### config.mk
export PLATFORM = sky130hd
export DESIGN_NAME = trace_capture
export DESIGN_NICKNAME = d
export VERILOG_FILES = /design/src/rtl/trace_capture.sv
export SDC_FILE = /design/constraint.sdc
export NUM_CORES = 1
export LEC_CHECK = 0
export ABC_AREA = 1
export CAP_MARGIN = 40
export CORE_UTILIZATION = 50
export CTS_CLUSTER_SIZE = 16
export DETAILED_ROUTE_END_ITERATION = 12
export PLACE_DENSITY = 0.69
export SKIP_LAST_GASP = 1
export SLEW_MARGIN = 20
export SYNTH_ARGS = -nofsm -noshare
export SYNTH_HDL_FRONTEND = slang
export SYNTH_SLANG_ARGS = --single-unit
export TNS_END_PERCENT = 5
### constraint.sdc
create_clock -name clk -period 1.9 [get_ports clk]
set_input_delay 0.475 -clock clk [delete_from_list [all_inputs] [get_ports clk]]
set_output_delay 0.475 -clock clk [all_outputs]
set_load 0.01 [all_outputs]
### src/rtl/trace_capture.sv
`default_nettype none
// ----------------------------------------------------------------------------
// trace_capture: records the {d,en,q} probe triple for DEPTH edges, then replays it on a valid/ready stream
// Rev 1.0
// ----------------------------------------------------------------------------
module trace_capture #(
  parameter int DEPTH  = 17,
  parameter int ADDR_W = 5
) (
  input  logic              clk,
  input  logic              rst_n,
  input  logic              start,
  input  logic              d,
  input  logic              en,
  input  logic              q,
  output logic              capturing,
  output logic              full,
  output logic [ADDR_W-1:0] count,
  output logic              rd_valid,
  input  logic              rd_ready,
  output logic [2:0]        rd_data,
  output logic              rd_last
);

  localparam logic [1:0] S_IDLE    = 2'd0;
  localparam logic [1:0] S_CAPTURE = 2'd1;
  localparam logic [1:0] S_DUMP    = 2'd2;
  localparam logic [1:0] S_DONE    = 2'd3;

  localparam logic [ADDR_W-1:0] C_LAST = ADDR_W'(DEPTH - 1);

  logic [1:0]        r_state;
  logic [1:0]        w_state_nxt;
  logic [ADDR_W-1:0] r_count;
  logic [ADDR_W-1:0] r_rd_ptr;
  logic              r_full;
  logic [2:0]        r_mem [0:DEPTH-1];

  logic w_wr_last;
  logic w_rd_at_last;
  logic w_xfer;

  assign w_wr_last    = (r_count == C_LAST);
  assign w_rd_at_last = (r_rd_ptr == C_LAST);
  assign w_xfer       = (r_state == S_DUMP) && rd_ready;

  always_ff @(posedge clk) begin
    if (!rst_n) begin
      r_state <= S_IDLE;
    end else begin
      r_state <= w_state_nxt;
    end
  end

  always_comb begin
    w_state_nxt = r_state;
    case (r_state)
      S_IDLE:    if (start) w_state_nxt = S_CAPTURE;
      S_CAPTURE: if (w_wr_last) w_state_nxt = S_DUMP;
      S_DUMP:    if (w_xfer && w_rd_at_last) w_state_nxt = S_DONE;
      S_DONE:    if (start) w_state_nxt = S_CAPTURE;
      default:   w_state_nxt = S_IDLE;
    endcase
  end

  always_comb begin
    capturing = (r_state == S_CAPTURE);
    rd_valid  = (r_state == S_DUMP);
    rd_last   = (r_state == S_DUMP) && w_rd_at_last;
    rd_data   = (r_state == S_DUMP) ? r_mem[r_rd_ptr] : 3'b000;
    full      = r_full;
    count     = r_count;
  end

  // The write index doubles as the entry count; it reaches DEPTH only on the final capture edge.
  always_ff @(posedge clk) begin
    if (!rst_n) begin
      r_count  <= '0;
      r_rd_ptr <= '0;
      r_full   <= 1'b0;
    end else begin
      case (r_state)
        S_IDLE, S_DONE: begin
          if (start) begin
            r_count <= '0;
            r_full  <= 1'b0;
          end
        end
        S_CAPTURE: begin
          r_count <= r_count + 1'b1;
          if (w_wr_last) begin
            r_full   <= 1'b1;
            r_rd_ptr <= '0;
          end
        end
        S_DUMP: begin
          if (w_xfer && !w_rd_at_last) begin
            r_rd_ptr <= r_rd_ptr + 1'b1;
          end
        end
        default: ;
      endcase
    end
  end

  always_ff @(posedge clk) begin
    if (r_state == S_CAPTURE) begin
      r_mem[r_count] <= {d, en, q};
    end
  end

endmodule
`default_nettype wire
==> impl_metrics.csv <==
group,metric,value,unit
run_status,run_status,"finished, violations left",
run_status,violations,"setup timing",
timing,worst_pin_slew,367,ps
critical_path,critPathArrivalTime,1600,ps
finish,fin_nets,375,
yosys,yosysWarningCount,0,
yosys,syn-num-nets,336,
placement,gpl.final_weighted_congestion,0.907,
floorplanning,ios,19,
grt,overflow,0,
worst_hold_path,hold_class,"reg -> reg",
timing,period_minus_slack,2080,ps
yosys,synthCells,320,
critical_path,critPathKind,"reg -> out",
drt,drt-initial-drc-count,364,
power_and_ir_drop,powerDensity,1250,nW/um^2
power_and_ir_drop,p_comb_share,33.1,%
placement,dp_hpwl,4490,microns
drt,firstDrtPassIters,5,
floorplanning,core,5990,sq um
timing,fin_hold_ws,479,ps
cts,cts_setup_buffers,0,
floorplanning,num_rows,28,
drt,drt.antenna.violating_nets,0,
timing,fmax,481,MHz
timing,rsz0062_at_grt,"yes",
power_and_ir_drop,internal_power,3.23,mW
power_and_ir_drop,p_clk_share,30.1,%
run,maxCapViolCount,0,
drt,drc,0,
cts,htreeDepth,3,
timing,slew_viol_final,0,
yosys,syn_area,3130,sq um
placement,dpl_cell_area,3450,sq um
timing,finalWorstSetupSlack,-179,ps
grt,grt_max_degree,24,
timing,setup_viol,6,
cts,cts_tree,"yes",
critical_path,crit_path_top_delay_cell,"dfxtp_4",
cts,clk_latency,340,ps
grt,antenna_found_initial,0,
grt,grt_pass1_wl,11000,microns
power_and_ir_drop,switchingPower,1.60,mW
cts,clk_pin_slew_worst_paths,70,ps
power_and_ir_drop,leakage,1.46,nW
critical_path,crit_path_end_kind,"primary output",
critical_path,startpoint_type,"flip-flop",
timing,finClkSkew,8.93,ps
cts,ctsLongestPathBuffers,2,
power_and_ir_drop,p_sw_share,33.1,%
critical_path,cpPeakStageDelay,380,ps
grt,grt_pass1_vias,2290,
finish,post-route-util,64.7,%
cts,root_buffer,"clkbuf_8",
floorplanning,die_h,81.2,microns
finish,syn2layout_area_growth,23.6,%
floorplanning,die_x,81.2,microns
finish,finalInstanceArea,3870,sq um
critical_path,crit_fanout,6,
yosys,ys_ff_latch,69,
critical_path,crit_required,1420,ps
drt,drt-total-wl,6860,microns
cts,clkSinkCount,69,
placement,io_buffers,18,
timing,finalSetupTns,-760,ps
finish,antenna_cells,0,
timing,slew_headroom,75.4,%
finish,layout-drive-gt1-share,24.7,%
critical_path,crit_chain,"buf_12 -> inv_6 -> nand2_1 -> nand3_1 -> nand3_1 -> nand2_1 -> nand2_1 -> nand3_1 -> nand2_1 -> inv_1 -> buf_2",
timing,hold_viol_final,0,
critical_path,worst_path_most_repeated_cell,"nand2_1",
drt,dr_total_vias,2383,
yosys,synth.distinct_cells,27,
yosys,syn_avg_cell_area,9.79,sq um
yosys,yosysSeqAreaShare,60.4,%
timing,period_share,109,%
power_and_ir_drop,ir_worst_vdd,1150,uV
floorplanning,initial_utilization,52.3,%
grt,grt_usage,23.5,%
floorplanning,dieArea,6590,sq um
drt,wl_per_cell,15.6,microns
power_and_ir_drop,p_seq_share,36.7,%
drt,routed_via_density,5.43,
cts,cts_made_buffers,9,
[placed cells by master (no fill, tap or decap), drive strengths merged]
cell	Yosys	routed
ha	9	9
clkbuf	1	10
buf	7	18
dfxtp	18	18
nand3b	1	1
clkinvlp	0	2
clkinv	2	3
a211oi	1	1
nor3	3	3
xor2	2	2
nand3	50	50
edfxtp	51	51
or2	1	1
inv	25	28
dlygate4sd2	0	1
clkdlybuf4s50	0	14
a21oi	16	16
nor2	34	34
o21ai	3	3
nand4	3	3
bufinv	0	3
nand2	93	93
[layer usage]
| metal | track usage, % | vias to the layer above | share of wire [%] |
|---|---|---|---|
| met3 | 5.28 | 22 | 6.9 |
| met2 | 37.1 | 102 | 47 |
| met1 | 30.9 | 1107 | 43 |
| met5 | 0 | - | 0 |
| met4 | 10.5 | 0 | 2.8 |
| li1 | - | 1152 | - |
[cells in the mapped netlist]
master	count	area, sq um
a211oi_1	1	7.51
nand2_1	85	319
or2_2	1	6.26
clkbuf_4	1	7.51
nor2_1	33	124
o21ai_0	2	10.0
inv_2	4	15.0
nor2_2	1	6.26
edfxtp_1	51	1530
buf_2	1	5.00
inv_1	20	75.1
ha_1	9	113
nor3_1	3	15.0
nand4_4	1	21.3
o21ai_2	1	8.76
inv_8	1	11.3
nand3_1	50	250
buf_6	4	45.0
dfxtp_1	18	360
nand4_1	2	12.5
a21oi_1	16	80.1
buf_4	1	7.51
buf_12	1	20.0
clkinv_1	2	7.51
nand2_2	8	50.1
nand3b_1	1	7.51
xor2_1	2	17.5
[through the flow]
step | setup WS, ps | instances | power, mW
floorplan | 338 | 320 | 2.75
global placement | -236 | 420 | 3.13
detailed placement | -243 | 420 | 3.14
CTS | -156 | 439 | 4.80
global route | -274 | 439 | 5.08
finish | -179 | 439 | 4.84
[final cells by class]
class                      instances  area, sq um
timing repair buffer              33          314
inverter                          27          115
multi-input combinational        216         1180
sequential                        69         1900
clock buffer                      10          138
timing repair inverter             3         31.3
fill                             442         2120
tap                               75         93.8
clock inverter                     6          110
[cells by family after synthesis]
group / Yosys count / share of synthesized area [%]
AO/OA/AOI/OAI: 20 / 3.39
flip-flops: 69 / 60.4
adder cells (fa/ha/maj): 9 / 3.59
buffers and inverters: 35 / 6.19
XOR/XNOR: 2 / 0.559
AND/OR/NAND/NOR: 185 / 25.9
[flip-flops by register name, indices dropped and copies added (netlist names), named ones only]
| signal | cells |
|---|---|
| count | 5 |
| r_rd_ptr | 5 |
| full | 1 |
| r_mem | 51 |
| r_state | 2 |
[path summary, 6_finish.rpt]
check             start          end  slack [ps]  cells past startpoint
max reg2reg  r_state[1]  r_mem[0][0]         220                      6
max           flip-flop   rd_data[2]        -180                     11
min reg2reg        full         full         480                      2
min                full         full         480                      2
[what timing repair did]
item | CTS | global route
pin swaps | 19 | 4
hold buffers | 0 | 0
resized for setup | 56 | 5
gates cloned | 3 | 0
setup endpoints to repair | 6 | 7
[power groups by stage]
stage	clock network [mW]	registers, mW	logic (mW)
3_3_place_gp	0	1.79	1.34
4_1_cts	1.47	1.78	1.55
6_report	1.46	1.78	1.60
5_1_grt	1.54	1.79	1.75
3_5_place_dp	0	1.80	1.35
2_1_floorplan	0	1.79	0.957
[critical path: cells and delay by family (launching register included)]
family / cells / cell delay, ps
buf+inv: 4 / 360
flops: 1 / 380
simple gates: 7 / 520
Note: power is estimated with default switching activity, not from simulation.
